===== src/rtl/arm_bus_slave_regs_pkg.sv =====
// Shared definitions for the ARM926 mezzanine bus register slave:
// register indices, address window mask, FSM states and the byte-merge helper.
package arm_bus_pkg;

    localparam logic [31:0] ID_DEFAULT   = 32'h453A_0001;

    localparam logic [2:0]  REG_ID       = 3'd0;
    localparam logic [2:0]  REG_SCR1     = 3'd1;
    localparam logic [2:0]  REG_IRQ_STAT = 3'd2;
    localparam logic [2:0]  REG_IRQ_EN   = 3'd3;
    localparam logic [2:0]  REG_CTRL     = 3'd4;
    localparam logic [2:0]  REG_STATUS   = 3'd5;
    localparam logic [2:0]  REG_SCR6     = 3'd6;
    localparam logic [2:0]  REG_SCR7     = 3'd7;

    // Any address bit set under this mask lies outside the 8-word window.
    localparam logic [23:0] WIN_MASK     = 24'hFF_FFE0;

    typedef enum logic [1:0] {
        IDLE   = 2'd0,
        ACCESS = 2'd1,
        ACK    = 2'd2
    } bus_state_t;

    // Replace only the bytes whose active-low enable is asserted.
    function automatic logic [31:0] be_merge(input logic [31:0] old_val,
                                             input logic [31:0] new_val,
                                             input logic [3:0]  be_b);
        logic [31:0] res;
        for (int i = 0; i < 4; i++) begin
            res[8*i +: 8] = be_b[i] ? old_val[8*i +: 8] : new_val[8*i +: 8];
        end
        return res;
    endfunction

endpackage


===== src/rtl/arm_bus_slave_regs_sync_2ff.sv =====
// Two-flop synchronizer for a single asynchronous level, with a selectable
// reset value so an active-low strobe can come out of reset inactive.
module sync_2ff #(
    parameter logic RST_VAL = 1'b1
) (
    input  logic i_clk,
    input  logic i_rst_n,
    input  logic i_d,
    output logic o_q
);

    logic r_meta;
    logic r_sync;

    // Two-stage shift into the local clock; reset forces both stages inactive.
    always_ff @(posedge i_clk) begin
        if (!i_rst_n) begin
            r_meta <= RST_VAL;
            r_sync <= RST_VAL;
        end else begin
            r_meta <= i_d;
            r_sync <= r_meta;
        end
    end

    assign o_q = r_sync;

endmodule


===== src/rtl/arm_bus_slave_regs.sv =====
// ARM926 mezzanine bus register slave: synchronizes CS/OE, decodes an 8-word
// window, performs byte-enabled writes and registered reads, acknowledges with
// DTACK and raises a maskable, edge-triggered interrupt.
module arm_bus_slave_regs
    import arm_bus_pkg::*;
#(
    parameter logic [31:0] ID_VALUE = ID_DEFAULT,
    parameter int          IRQ_W    = 8
) (
    input  logic             SYS_CLK,
    input  logic             SYS_RST_N,
    input  logic             ARM_CS_B,
    input  logic             ARM_OE_B,
    input  logic             ARM_RW,
    input  logic [23:0]      ARM_A,
    input  logic [3:0]       ARM_BE_B,
    input  logic [31:0]      ARM_D_IN,
    output logic [31:0]      ARM_D_OUT,
    output logic             ARM_D_OE,
    output logic             ARM_DTACK,
    output logic             ARM_IRQ,
    output logic [31:0]      CTRL_OUT,
    input  logic [31:0]      STATUS_IN,
    input  logic [IRQ_W-1:0] IRQ_SRC
);

    logic             w_cs_s;
    logic             w_oe_s;

    bus_state_t       r_state;
    bus_state_t       w_state_next;

    logic [23:0]      r_addr;
    logic             r_rw;
    logic [3:0]       r_be_b;
    logic [31:0]      r_wdata;

    logic [31:0]      r_scratch [0:2];
    logic [31:0]      r_ctrl;
    logic [IRQ_W-1:0] r_irq_en;
    logic [IRQ_W-1:0] r_irq_stat;
    logic [IRQ_W-1:0] r_irq_prev;
    logic             r_irq;
    logic [31:0]      r_d_out;

    logic [2:0]       w_idx;
    logic             w_in_win;
    logic             w_wr_en;
    logic             w_rd_en;
    logic             w_scr_hit;
    logic [1:0]       w_scr_sel;
    logic [31:0]      w_rd_data;
    logic [IRQ_W-1:0] w_irq_rise;
    logic [IRQ_W-1:0] w_w1c;
    logic [IRQ_W-1:0] w_en_merged;

    sync_2ff #(.RST_VAL(1'b1)) u_sync_cs (
        .i_clk   (SYS_CLK),
        .i_rst_n (SYS_RST_N),
        .i_d     (ARM_CS_B),
        .o_q     (w_cs_s)
    );

    sync_2ff #(.RST_VAL(1'b1)) u_sync_oe (
        .i_clk   (SYS_CLK),
        .i_rst_n (SYS_RST_N),
        .i_d     (ARM_OE_B),
        .o_q     (w_oe_s)
    );

    assign w_idx      = r_addr[4:2];
    assign w_in_win   = ((r_addr & WIN_MASK) == 24'h0);
    assign w_wr_en    = (r_state == ACCESS) && !r_rw && w_in_win;
    assign w_rd_en    = (r_state == ACCESS) && r_rw;
    assign w_irq_rise = IRQ_SRC & ~r_irq_prev;

    // Per-bit W1C clear mask and byte-merged IRQ_EN value; bit gi belongs to byte gi/8.
    for (genvar gi = 0; gi < IRQ_W; gi++) begin : g_irq_bits
        assign w_w1c[gi]       = w_wr_en && (w_idx == REG_IRQ_STAT) && !r_be_b[gi/8] && r_wdata[gi];
        assign w_en_merged[gi] = r_be_b[gi/8] ? r_irq_en[gi] : r_wdata[gi];
    end

    // FSM state register.
    always_ff @(posedge SYS_CLK) begin
        if (!SYS_RST_N) begin
            r_state <= IDLE;
        end else begin
            r_state <= w_state_next;
        end
    end

    // Next state: one cycle in ACCESS, then hold ACK until the strobe releases.
    always_comb begin
        w_state_next = r_state;
        case (r_state)
            IDLE:    if (!w_cs_s) w_state_next = ACCESS;
            ACCESS:  w_state_next = ACK;
            ACK:     if (w_cs_s) w_state_next = IDLE;
            default: w_state_next = IDLE;
        endcase
    end

    // Capture the address phase once, at the first synchronized CS low.
    always_ff @(posedge SYS_CLK) begin
        if (!SYS_RST_N) begin
            r_addr  <= 24'h0;
            r_rw    <= 1'b0;
            r_be_b  <= 4'hF;
            r_wdata <= 32'h0;
        end else if (r_state == IDLE && !w_cs_s) begin
            r_addr  <= ARM_A;
            r_rw    <= ARM_RW;
            r_be_b  <= ARM_BE_B;
            r_wdata <= ARM_D_IN;
        end
    end

    // Map the three scratch words onto a compact array.
    always_comb begin
        w_scr_hit = 1'b0;
        w_scr_sel = 2'd0;
        case (w_idx)
            REG_SCR1: begin w_scr_hit = 1'b1; w_scr_sel = 2'd0; end
            REG_SCR6: begin w_scr_hit = 1'b1; w_scr_sel = 2'd1; end
            REG_SCR7: begin w_scr_hit = 1'b1; w_scr_sel = 2'd2; end
            default:  begin w_scr_hit = 1'b0; w_scr_sel = 2'd0; end
        endcase
    end

    // Read multiplexer; anything outside the window reads as zero.
    always_comb begin
        w_rd_data = 32'h0;
        if (w_in_win) begin
            case (w_idx)
                REG_ID:       w_rd_data = ID_VALUE;
                REG_IRQ_STAT: w_rd_data = 32'(r_irq_stat);
                REG_IRQ_EN:   w_rd_data = 32'(r_irq_en);
                REG_CTRL:     w_rd_data = r_ctrl;
                REG_STATUS:   w_rd_data = STATUS_IN;
                default:      w_rd_data = r_scratch[w_scr_sel];
            endcase
        end
    end

    // RW register file: commits only in ACCESS, so a reset before then drops the write.
    always_ff @(posedge SYS_CLK) begin
        if (!SYS_RST_N) begin
            for (int i = 0; i < 3; i++) begin
                r_scratch[i] <= 32'h0;
            end
            r_ctrl   <= 32'h0;
            r_irq_en <= '0;
        end else if (w_wr_en) begin
            if (w_scr_hit) begin
                r_scratch[w_scr_sel] <= be_merge(r_scratch[w_scr_sel], r_wdata, r_be_b);
            end
            if (w_idx == REG_CTRL) begin
                r_ctrl <= be_merge(r_ctrl, r_wdata, r_be_b);
            end
            if (w_idx == REG_IRQ_EN) begin
                r_irq_en <= w_en_merged;
            end
        end
    end

    // Interrupt status: rising edges set, W1C clears, a coincident edge wins.
    always_ff @(posedge SYS_CLK) begin
        if (!SYS_RST_N) begin
            r_irq_prev <= '0;
            r_irq_stat <= '0;
            r_irq      <= 1'b0;
        end else begin
            r_irq_prev <= IRQ_SRC;
            r_irq_stat <= (r_irq_stat & ~w_w1c) | w_irq_rise;
            r_irq      <= |(r_irq_stat & r_irq_en);
        end
    end

    // Read data is registered on the same edge that enters ACK.
    always_ff @(posedge SYS_CLK) begin
        if (!SYS_RST_N) begin
            r_d_out <= 32'h0;
        end else if (w_rd_en) begin
            r_d_out <= w_rd_data;
        end
    end

    assign ARM_D_OUT = r_d_out;
    assign ARM_DTACK = (r_state == ACK);
    assign ARM_D_OE  = (r_state == ACK) && r_rw && !w_oe_s;
    assign ARM_IRQ   = r_irq;
    assign CTRL_OUT  = r_ctrl;

endmodule


===== config.mk =====
export PLATFORM = sky130hd
export DESIGN_NAME = arm_bus_slave_regs
export DESIGN_NICKNAME = d
export VERILOG_FILES = /design/src/rtl/arm_bus_slave_regs_pkg.sv /design/src/rtl/arm_bus_slave_regs_sync_2ff.sv /design/src/rtl/arm_bus_slave_regs.sv
export SDC_FILE = /design/constraint.sdc
export NUM_CORES = 1
export LEC_CHECK = 0
export ABC_CLOCK_PERIOD_IN_PS = 8880
export CORE_UTILIZATION = 45
export CTS_BUF_LIST = sky130_fd_sc_hd__clkbuf_4
export CTS_CLUSTER_DIAMETER = 100
export CTS_CLUSTER_SIZE = 8
export DETAILED_ROUTE_END_ITERATION = 7
export PLACE_DENSITY_LB_ADDON = 0.25
export SLEW_MARGIN = 5
export SYNTH_ARGS = -nofsm -noshare
export SYNTH_HDL_FRONTEND = slang
export SYNTH_SLANG_ARGS = --single-unit

===== constraint.sdc =====
create_clock -name SYS_CLK -period 8.88 [get_ports SYS_CLK]
set_input_delay 1.332 -clock SYS_CLK [delete_from_list [all_inputs] [get_ports SYS_CLK]]
set_output_delay 1.332 -clock SYS_CLK [all_outputs]
set_load 0.05 [all_outputs]

==> key figures, run 1 <==
Outcome
  – Run status: finished clean

Synth
  – Top FF cell, synth: dfxtp_1
  – Proportion of netlist area held by the largest area contributor: 27.4%
  – Synth warn: 0
  – #FFs+latches synth: 250
  – Post-Syn Area: 0.0113 sq mm
  – Synth area leader: dfxtp_1
  – Post-synthesis async set-or-reset flop share: 0%
  – Post-synth cell types: 47
  – Syn Inst Count: 1,178
  – Synth Net Count: 1,284
  – Syn avg cell area: 9.55 sq um
  – Number of synthesized flops with an enable pin: 96
  – Leading post-synthesis cells by cell area: dfxtp_1 (27%), edfxtp_1 (26%), nand2_1 (6.0%), mux2i_1 (5.6%), a21oi_1 (5.2%)
  – Seq/Total Area, Yosys: 53.0%

Drt
  – Antenna Nets Post-Route: 0
  – Drt first pass iters: 5
  – DR vias/cell: 5.57
  – Post-Route WL: 31.5 mm
  – DRC: 0
  – Starting DRT DRC Count: 719
  – Detailed-route wire length per cell: 19.1 um
  – Via count: 9,217

STA
  – Final period util: 41.4%
  – Relative slew slack: 26.5%
  – Period minus WS final: 3.68 ns
  – FMAX: 0.272 GHz
  – Hold slack: 0.408 ns
  – Worst-Margin Slew: 1.10 ns
  – Final hold viol count: 0
  – Setup TNS: 0 ns
  – Setup violations, final: 0
  – Unrepaired setup endpoints after global routing: no
  – Final slew viol count: 0
  – Max Clock Skew: 0.0360 ns
  – Final WS setup: 5.20 ns

Clock tree
  – CTS Sinks: 250
  – Post-CTS sizing: 0
  – CTS root buffer: clkbuf_4
  – Total CTS buffers: 37
  – H-tree depth: 2
  – CTS tree: done
  – Worst-skew pair later-pin latency: 0.66 ns
  – Register clock-pin slew on the reported worst setup and hold paths: 0.09 ns
  – Clk buf depth: 3
  – Post-CTS Hold Buffers: 0
  – Post-CTS Setup Repair Bufs: 0

Pwr
  – Internal Power: 1590 uW
  – VDD IR-drop max: 0.0000914 V
  – Sequential Power Share: 58.8%
  – Clock share of power: 32.5%
  – Leakage Power: 0.00454 uW
  – Sw power: 521 uW
  – PwrDens: 155 mW/mm^2
  – Total power: 2110 uW
  – Sw Share: 24.6%
  – Gate power share: 8.6%

Place
  – GPL Wtd Cong: 0.829
  – Placed Cells: 1,593
  – Pre-CTS setup slack: 5.26 ns
  – IO buf count: 169
  – Final HPWL DP: 21.1 mm

Critical path
  – Worst Path Arrival: 2.35 ns
  – CP Capture Type: output port
  – Crit Path Class: flop to output port
  – CP Launch Type: flop
  – Crit path required time: 7.55 ns
  – Worst-path maximum fanout: 6

Global route
  – Vias in the first global route: 8,634
  – Total GRT Usage: 24.5%
  – Antenna violations before repair: 1
  – Largest net degree at the start of global routing: 101
  – Grt total ovfl: 0
  – Global-route wire length before repair: 49.2 mm

Layout
  – Final #Nets: 1,414
  – Final non-filler cell total: 1,654
  – Synthesis-to-layout area growth: 21.0%
  – Most common cell after layout, fill and taps aside: nand2_1
  – Layout cells sized above 1: 8.21%
  – Commonest non-fill, non-tap cells in the layout: nand2_1 (178), clkdlybuf4s50_1 (168), dfxtp_1 (153), a21oi_1 (117), edfxtp_1 (96)
  – Fillers: 2,241

Floorplan
  – Die Wd: 160 um
  – Starting density of the core: 46.1%
  – # rows: 57
  – Die area: 0.0256 sq mm
  – Io pins: 172
  – Die span in y: 160 um
  – Core ar.: 0.0244 sq mm

Flow run
  – Max_cap viols: 0

Min path
  – Hold Path Class: flop to flop
## area by class of cell
type                    instances  area (sq um)  share of cell area, %
repair buffers                186          1810                   13.3
well taps                     324           405                   2.98
clock inverters                 2          12.5                 0.0919
inverters                      33           125                  0.919
diodes                          2          5.00                 0.0367
clock buffers                  57           428                   3.14
multi-input cells             800          4860                   35.7
flip-flops and latches        250          5970                   43.8
## power by group through the flow
stage                     combinational (uW)  sequential [uW]  clock [uW]
after CTS                                182             1240         697
after floorplan                          107             1250           0
final                                    183             1240         687
after global routing                     199             1250         748
after global placement                   179             1270           0
after detailed placement                 181             1270           0
## worst paths after layout
path,startpoint,to,slack (ns),cells past startpoint
min reg2reg,u_sync_cs.r_meta$_SDFF_PN1_,u_sync_cs.o_q$_SDFF_PN1_,0.41,1
max reg2reg,r_addr[21]$_SDFFE_PN0P_,r_scratch[1][16]$_SDFFCE_PN0P_,5.50,5
max,r_state[1]$_SDFFE_PN0P_,ARM_D_OE,5.20,3
min,u_sync_cs.r_meta$_SDFF_PN1_,u_sync_cs.o_q$_SDFF_PN1_,0.41,1
## state kept, by name (all words and copies together), names as in the netlist
signal            cells
ARM_IRQ               1
r_wdata              32
ARM_D_OUT            32
r_state               2
r_irq_prev            8
r_addr               22
u_sync_cs.r_meta      1
CTRL_OUT             32
r_scratch            96
r_rw                  1
u_sync_oe.o_q         1
r_be_b                4
u_sync_cs.o_q         1
r_irq_stat            8
u_sync_oe.r_meta      1
r_irq_en              8
## synth_stat cells (2+ instances only)
cell type  count
a21oi_1      117
a221o_1       12
a221oi_1      26
a22o_1         5
a22oi_1        6
a2bb2oi_1      2
a311oi_1       2
a31oi_1        3
a32o_1        17
and2_1        38
buf_1         12
buf_2          6
clkbuf_1      77
dfxtp_1      154
edfxtp_1      96
inv_1         32
mux2_2         8
mux2i_1       63
nand2_1      180
nand2b_1      13
nand3_1        6
nand3b_1       3
nor2_1        80
nor2b_1       82
nor3_1         6
nor3_2         2
nor3b_1       30
nor4_1         3
nor4_2         6
o211ai_1       5
o21ai_0       16
o221ai_1       5
o22ai_1       50
o31ai_1        2
## per-stage QoR
step | util, % | cell area (sq um)
after floorplan | - | 11300
after global placement | 54.0 | 13200
after detailed placement | 54.0 | 13200
after CTS | 55.8 | 13600
after global routing | 55.8 | 13600
final | 55.8 | 13600
## critical path, cell delays in order (launching register included)
cell and delay (ns):
dfxtp_1 0.42, nor2b_1 0.27, and3b_1 0.21, clkdlybuf4s50_1 0.82
## per-layer routing
layer	track usage (%)	share of wire (%)	wire [um]
met3	5.43	8.3	2620
met4	7.01	1.7	550
met2	36.7	45	14200
met1	35.4	45	14200
met5	0	0	0
## logic make-up (layout without fill, tap and decap cells)
kind of cell | Yosys count | in the layout | synth area share (%)
AOI/OAI and AO/OA | 270 | 270 | 15.6
adders and majority gates | 1 | 1 | 0.111
buffers and inverters | 128 | 278 | 4.34
DFF | 250 | 250 | 53.0
muxes | 71 | 71 | 6.40
other | 0 | 2 | 0
and+or+nand+nor | 458 | 458 | 20.6
Note: power is estimated with default switching activity, not from simulation.
==> inputs of run 2 (changes only) <==
--- a/config.mk
+++ b/config.mk
@@ -5,7 +5,7 @@
 export SDC_FILE = /design/constraint.sdc
 export NUM_CORES = 1
 export LEC_CHECK = 0
-export ABC_CLOCK_PERIOD_IN_PS = 8880
+export ABC_CLOCK_PERIOD_IN_PS = 3000
 export CORE_UTILIZATION = 45
 export CTS_BUF_LIST = sky130_fd_sc_hd__clkbuf_4
 export CTS_CLUSTER_DIAMETER = 100
==> constraint.sdc (replaced) <==
create_clock -name SYS_CLK -period 3 [get_ports SYS_CLK]
set_input_delay 0.45 -clock SYS_CLK [delete_from_list [all_inputs] [get_ports SYS_CLK]]
set_output_delay 0.45 -clock SYS_CLK [all_outputs]
set_load 0.05 [all_outputs]
==> run 2 against run 1 <==
  * Global-route usage rose by 0.060 points
  * Worst setup slack got worse by 5.0 ns
  * Sequential power rose to 3.0 times the previous value
  * Non-clock buffer count rose by 21
  * Critical path depth did not move
  * Count of clock-buffer cells in the layout did not move
  * Utilization rose by 0.68 points
  * Power rose to 3.0 times the previous value
  * Register-to-register slack got worse by 5.2 ns
  * Final area rose by 1.2%
  * Critical endpoint unchanged
  * Largest cell class unchanged
==> key figures, run 2 (synthesis gave the netlist of run 1 again) <==
Clock tree
  – Post-CTS Hold Buffers: 0 (unchanged)
  – CTS Sinks: 250 (unchanged)
  – H-tree depth: 2 (unchanged)
  – CTS root buffer: clkbuf_4
  – Clk buf depth: 3 (unchanged)
  – Post-CTS Setup Repair Bufs: 0 (unchanged)
  – Total CTS buffers: 37 (unchanged)
  – Register clock-pin slew on the reported worst setup and hold paths: 0.10 ns (about the same)
  – Post-CTS sizing: 0 (unchanged)
  – Worst-skew pair later-pin latency: 0.65 ns (about the same)
  – CTS tree: done

Pwr
  – Internal Power: 4730 uW (+200%)
  – Sw Share: 24.4% (-0.26 points)
  – Total power: 6250 uW (+200%)
  – Sequential Power Share: 58.9% (about the same)
  – PwrDens: 453 mW/mm^2 (+190%)
  – Gate power share: 8.9% (+0.3 points)
  – VDD IR-drop max: 0.000250 V (+170%)
  – Clock share of power: 32.2% (-0.3 points)
  – Sw power: 1520 uW (+190%)
  – Leakage Power: 0.00465 uW (+2.5%)

Critical path
  – Crit path required time: 2.55 ns (-5.00 ns)
  – Crit Path Class: flop to output port
  – Worst-path maximum fanout: 6 (unchanged)
  – Crit path largest cell delay: 0.80 ns (-0.02 ns)
  – Worst Path Arrival: 2.31 ns (-0.04 ns)
  – Buf/Inv on CP: 1 (unchanged)
  – Critical path's top delay family: buffers and inverters
  – Max stage delay cell, worst path: clkdlybuf4s50_1
  – CP Launch Type: flop
  – Ordered cell list for the critical path: nor2b_1 > and3b_1 > clkdlybuf4s50_1
  – CP Capture Type: output port

Floorplan
  – Core ar.: 0.0244 sq mm (unchanged)
  – Die span in y: 160 um (unchanged)
  – Io pins: 172 (unchanged)
  – Starting density of the core: 46.1% (unchanged)
  – # rows: 57 (unchanged)
  – Die area: 0.0256 sq mm (unchanged)
  – Die Wd: 160 um (unchanged)

STA
  – Relative slew slack: 29.2% (+2.7 points)
  – Setup TNS: 0 ns (unchanged)
  – Setup violations, final: 0 (unchanged)
  – FMAX: 0.362 GHz
  – Max Clock Skew: 0.0389 ns (+0.00284 ns)
  – Hold slack: 0.187 ns (-0.221 ns)
  – Final slew viol count: 0 (unchanged)
  – Final hold viol count: 0 (unchanged)
  – Unrepaired setup endpoints after global routing: no
  – Worst-Margin Slew: 1.06 ns (-0.0406 ns)
  – Final period util: 92.1%
  – Period minus WS final: 2.76 ns

Layout
  – Synthesis-to-layout area growth: 22.5%
  – Commonest non-fill, non-tap cells in the layout: nand2_1 (179), clkdlybuf4s50_1 (168), dfxtp_1 (153), a21oi_1 (117), edfxtp_1 (96)
  – Top reg by flops: r_scratch
  – Most common cell after layout, fill and taps aside: nand2_1
  – Fillers: 2,211 (-1.3%)
  – Post-Route Utilization: 56.5% (+0.68 points)
  – Final #Nets: 1,435 (+1.5%)
  – Number of flip-flops in the largest register: 96 (unchanged)
  – Layout cells sized above 1: 9.49% (+1.3 points)

Global route
  – Total GRT Usage: 24.6% (+0.060 points)
  – Grt total ovfl: 0 (unchanged)
  – Global-route wire length before repair: 49.3 mm (+0.20%)
  – Largest net degree at the start of global routing: 67 (-34%)
  – Antenna violations before repair: 2 (+1)
  – Vias in the first global route: 8,698 (+0.74%)

Drt
  – DR vias/cell: 5.58 (+0.12%)
  – Drt first pass iters: 5 (unchanged)
  – Detailed-route wire length per cell: 18.9 um (-1.0%)
  – Via count: 9,340 (+1.3%)
  – DRC: 0 (unchanged)
  – Post-Route WL: 31.6 mm (+0.20%)
  – Antenna Nets Post-Route: 0 (unchanged)
  – Starting DRT DRC Count: 650 (-9.6%)

Place
  – Final HPWL DP: 21.9 mm (+3.9%)
  – GPL Wtd Cong: 0.872 (+5.2%)
  – IO buf count: 169 (unchanged)

Flow run
  – Max_cap viols: 0 (unchanged)

Outcome
  – Run status: finished clean

Min path
  – Hold Path Class: input port to flop
-- run 2: metrics by stage --
step | std cells | setup WS [ns] | instance area [sq um]
finish | 1674 | 0.236 | 13800
detailed placement | 1614 | 0.364 | 13300
floorplan | 1178 | 0.196 | 11300
global placement | 1614 | 0.398 | 13300
global route | 1674 | 0.144 | 13800
CTS | 1673 | 0.192 | 13800
-- run 2: power by group through the flow --
stage	Combinational, uW	Clock [uW]	Sequential, uW
2_1_floorplan	320	0	3710
3_3_place_gp	545	0	3750
3_5_place_dp	551	0	3760
4_1_cts	553	2070	3680
5_1_grt	604	2200	3690
6_report	556	2010	3680
-- run 2: cell type report --
class / instances / area (sq um) / share of cell area (%)
Antenna cell: 1 / 2.50 / 0.0182
Tap cell: 324 / 405 / 2.94
Inverter: 33 / 125 / 0.908
Clock buffer: 57 / 428 / 3.10
Timing Repair Buffer: 207 / 2000 / 14.5
Clock inverter: 2 / 12.5 / 0.0908
Sequential cell: 250 / 5970 / 43.3
Multi-Input combinational cell: 800 / 4850 / 35.2
-- run 2: worst min-delay path, cell delays in order --
cell	delay, ns
buf_2	0.16
o211ai_1	0.10
o21ai_0	0.07
-- run 2: worst paths after layout --
path | start | endpoint | slack [ns] | depth (start not counted)
max | r_state[1]$_SDFFE_PN0P_ | ARM_D_OE | 0.24 | 3
min | SYS_RST_N | ARM_D_OUT[7]$_SDFFE_PN0P_ | 0.19 | 3
max reg2reg | r_addr[6]$_SDFFE_PN0P_ | r_scratch[2][12]$_SDFFCE_PN0P_ | 0.35 | 5
min reg2reg | u_sync_cs.r_meta$_SDFF_PN1_ | u_sync_cs.o_q$_SDFF_PN1_ | 0.40 | 1
-- run 2: per-layer routing --
metal  vias up  share of wire, %  global-route usage [%]
li1       4483                 -                       -
met1      4501                46                    35.9
met2       305                44                    36.6
met3        51               7.9                    4.73
met4         0               2.2                    7.71
met5         -                 0                       0
==> inputs of run 3 (changes only) <==
--- a/config.mk
+++ b/config.mk
@@ -5,13 +5,15 @@
 export SDC_FILE = /design/constraint.sdc
 export NUM_CORES = 1
 export LEC_CHECK = 0
-export ABC_CLOCK_PERIOD_IN_PS = 3000
+export ABC_CLOCK_PERIOD_IN_PS = 3550
+export CORE_ASPECT_RATIO = 0.5
 export CORE_UTILIZATION = 45
 export CTS_BUF_LIST = sky130_fd_sc_hd__clkbuf_4
 export CTS_CLUSTER_DIAMETER = 100
 export CTS_CLUSTER_SIZE = 8
 export DETAILED_ROUTE_END_ITERATION = 7
 export PLACE_DENSITY_LB_ADDON = 0.25
+export REMOVE_ABC_BUFFERS = 1
 export SLEW_MARGIN = 5
 export SYNTH_ARGS = -nofsm -noshare
 export SYNTH_HDL_FRONTEND = slang
==> constraint.sdc (replaced) <==
create_clock -name SYS_CLK -period 3.55 [get_ports SYS_CLK]
set_input_delay 0.5325 -clock SYS_CLK [delete_from_list [all_inputs] [get_ports SYS_CLK]]
set_output_delay 0.5325 -clock SYS_CLK [all_outputs]
set_load 0.05 [all_outputs]
==> run 3 against run 2 <==
  * Power decreased by 15%
  * Wire length decreased by 2.3%
  * Clock power decreased by 12%
  * Sequential power decreased by 15%
  * Register-to-register slack improved by 0.32 ns
==> key figures, run 3 (synthesis gave the netlist of run 1 again) <==
Drt
  – Via count: 9,276 (-0.69%)
  – Detailed-route wire length per cell: 18.4 um (-2.5%)
  – Starting DRT DRC Count: 700 (+7.7%)
  – DR vias/cell: 5.53 (-0.92%)
  – Antenna Nets Post-Route: 0 (unchanged)
  – Post-Route WL: 30.9 mm (-2.3%)
  – Drt first pass iters: 5 (unchanged)
  – DRC: 0 (unchanged)

STA
  – Relative slew slack: 40.9% (+12 points)
  – Final period util: 81.2%
  – Worst-Margin Slew: 0.885 ns (-0.177 ns)
  – Setup violations, final: 0 (unchanged)
  – FMAX: 0.347 GHz
  – Period minus WS final: 2.88 ns
  – Final hold viol count: 0 (unchanged)
  – Max Clock Skew: 0.0548 ns (+0.0159 ns)
  – Hold slack: 0.325 ns (+0.138 ns)
  – Final slew viol count: 0 (unchanged)
  – Unrepaired setup endpoints after global routing: no

Critical path
  – Max stage delay cell, worst path: or4_1
  – Worst Path Arrival: 3.15 ns (+0.84 ns)
  – R2R Setup Slk: 0.67 ns (+0.32 ns)
  – Worst flop-to-flop path startpoint: r_addr[18]$_SDFFE_PN0P_
  – CP Capture Type: flop
  – Worst-path maximum fanout: 32 (+26)
  – R2r worst-path depth: 5 (unchanged)
  – CP Launch Type: flop
  – Crit path required time: 3.82 ns (+1.27 ns)
  – Crit Path Class: flop to flop
  – Ordered cell list for the critical path: nor4_2 > nand3_2 > or4_1 > o31ai_4 > buf_4
  – Critical R2R Capture: r_scratch[2][23]$_SDFFCE_PN0P_
  – Crit path largest cell delay: 0.79 ns (about the same)

Layout
  – Final #Nets: 1,424 (-0.77%)
  – Layout cells sized above 1: 9.02% (-0.47 points)
  – Final non-filler cell total: 1,678 (+0.24%)
  – Top reg by flops: r_scratch
  – Number of flip-flops in the largest register: 96 (unchanged)
  – Commonest non-fill, non-tap cells in the layout: nand2_1 (178), clkdlybuf4s50_1 (168), dfxtp_1 (153), a21oi_1 (117), edfxtp_1 (96)
  – Most common cell after layout, fill and taps aside: nand2_1
  – Synthesis-to-layout area growth: 22.5% (about the same)

Clock tree
  – Post-CTS sizing: 0 (unchanged)
  – H-tree depth: 2 (unchanged)
  – Register clock-pin slew on the reported worst setup and hold paths: 0.10 ns (about the same)
  – CTS root buffer: clkbuf_4
  – Worst-skew pair later-pin latency: 0.66 ns (about the same)
  – Post-CTS Setup Repair Bufs: 0 (unchanged)
  – CTS Sinks: 250 (unchanged)
  – Total CTS buffers: 37 (unchanged)
  – Clk buf depth: 3 (unchanged)
  – Post-CTS Hold Buffers: 0 (unchanged)
  – CTS tree: done

Pwr
  – PwrDens: 387 mW/mm^2 (-15%)
  – Leakage Power: 0.00464 uW (-0.32%)
  – VDD IR-drop max: 0.000163 V (-35%)

Floorplan
  – Io pins: 172 (unchanged)
  – Die Wd: 226 um (+41%)
  – # rows: 40 (-30%)
  – Core ar.: 0.0243 sq mm (-0.48%)
  – Die area: 0.0257 sq mm (+0.15%)
  – Starting density of the core: 46.4% (+0.22 points)
  – Die span in y: 114 um (-29%)

Place
  – IO buf count: 169 (unchanged)
  – GPL Wtd Cong: 0.796 (-8.8%)
  – Placed Cells: 1,615 (+0.062%)
  – Final HPWL DP: 20.1 mm (-8.1%)

Min path
  – Hold Path Stages: 2 (-1)
  – Hold Crit Start: SYS_RST_N
  – Hold Path End: r_be_b[3]$_SDFFE_PN1P_
  – Hold Path Class: input port to flop

Global route
  – Grt total ovfl: 0 (unchanged)
  – Largest net degree at the start of global routing: 70 (+4.5%)
  – Global-route wire length before repair: 48.1 mm (-2.5%)
  – Total GRT Usage: 23.9% (-0.73 points)
  – Vias in the first global route: 9,199 (+5.8%)
  – Antenna violations before repair: 1 (-1)

Outcome
  – Run status: finished clean

Flow run
  – Max_cap viols: 0 (unchanged)
## run 3: layout make-up
type / instances / area [sq um]
well taps: 336 / 420
repair buffers: 196 / 1940
inverters: 33 / 125
diodes: 1 / 2.50
flip-flops and latches: 250 / 5970
fillers: 2174 / 10500
clock buffers: 59 / 443
multi-input cells: 800 / 4870
clock inverters: 3 / 16.3
## run 3: layer usage
metal  part of all wire (%)  wire length, um  global-route usage [%]
met2                     47            14400                    39.6
met3                    5.6             1720                    3.94
met1                     47            14400                    32.8
met4                    1.3              403                    5.67
met5                      0                0                       0
## run 3: report_power, final
group          switching (uW)  internal (uW)  total [uW]
Clock                    1010            753        1770
Sequential               63.4           3040        3110
Combinational             243            222         465
Total                    1320           4020        5340
## run 3: how the worst max path moves through the flow
stage	endpoint	startpoint	cells past startpoint	slack [ns]
final	r_scratch[2][23]$_SDFFCE_PN0P_	r_addr[18]$_SDFFE_PN0P_	5	0.67
after global routing	r_scratch[2][16]$_SDFFCE_PN0P_	r_addr[13]$_SDFFE_PN0P_	5	0.54
after CTS	ARM_D_OE	r_state[1]$_SDFFE_PN0P_	3	0.65
after detailed placement	r_scratch[2][15]$_SDFFCE_PN0P_	r_addr[18]$_SDFFE_PN0P_	5	0.67
after global placement	r_scratch[2][23]$_SDFFCE_PN0P_	r_addr[13]$_SDFFE_PN0P_	5	0.69
after floorplan	r_scratch[2][0]$_SDFFCE_PN0P_	r_addr[2]$_SDFFE_PN0P_	2	-2.18
## run 3: through the flow
stage | total power (uW) | worst slack, ns | TNS (ns) | util (%) | instance area (sq um)
finish | 5340 | 0.668 | 0 | 56.8 | 13800
global route | 5570 | 0.545 | 0 | 56.8 | 13800
CTS | 5380 | 0.653 | 0 | 56.8 | 13800
detailed placement | 3630 | 0.665 | 0 | 54.9 | 13300
global placement | 3620 | 0.693 | 0 | 54.9 | 13300
floorplan | 3390 | -2.18 | -191.84 | - | 10900
## run 3: worst max-delay path, delay by kind of cell, from the launching register on
family	cells	cell delay (ns)
flip-flops	1	0.34
buffers and inverters	1	0.46
AND/OR/NAND/NOR	3	1.43
AO/OA/AOI/OAI	1	0.28
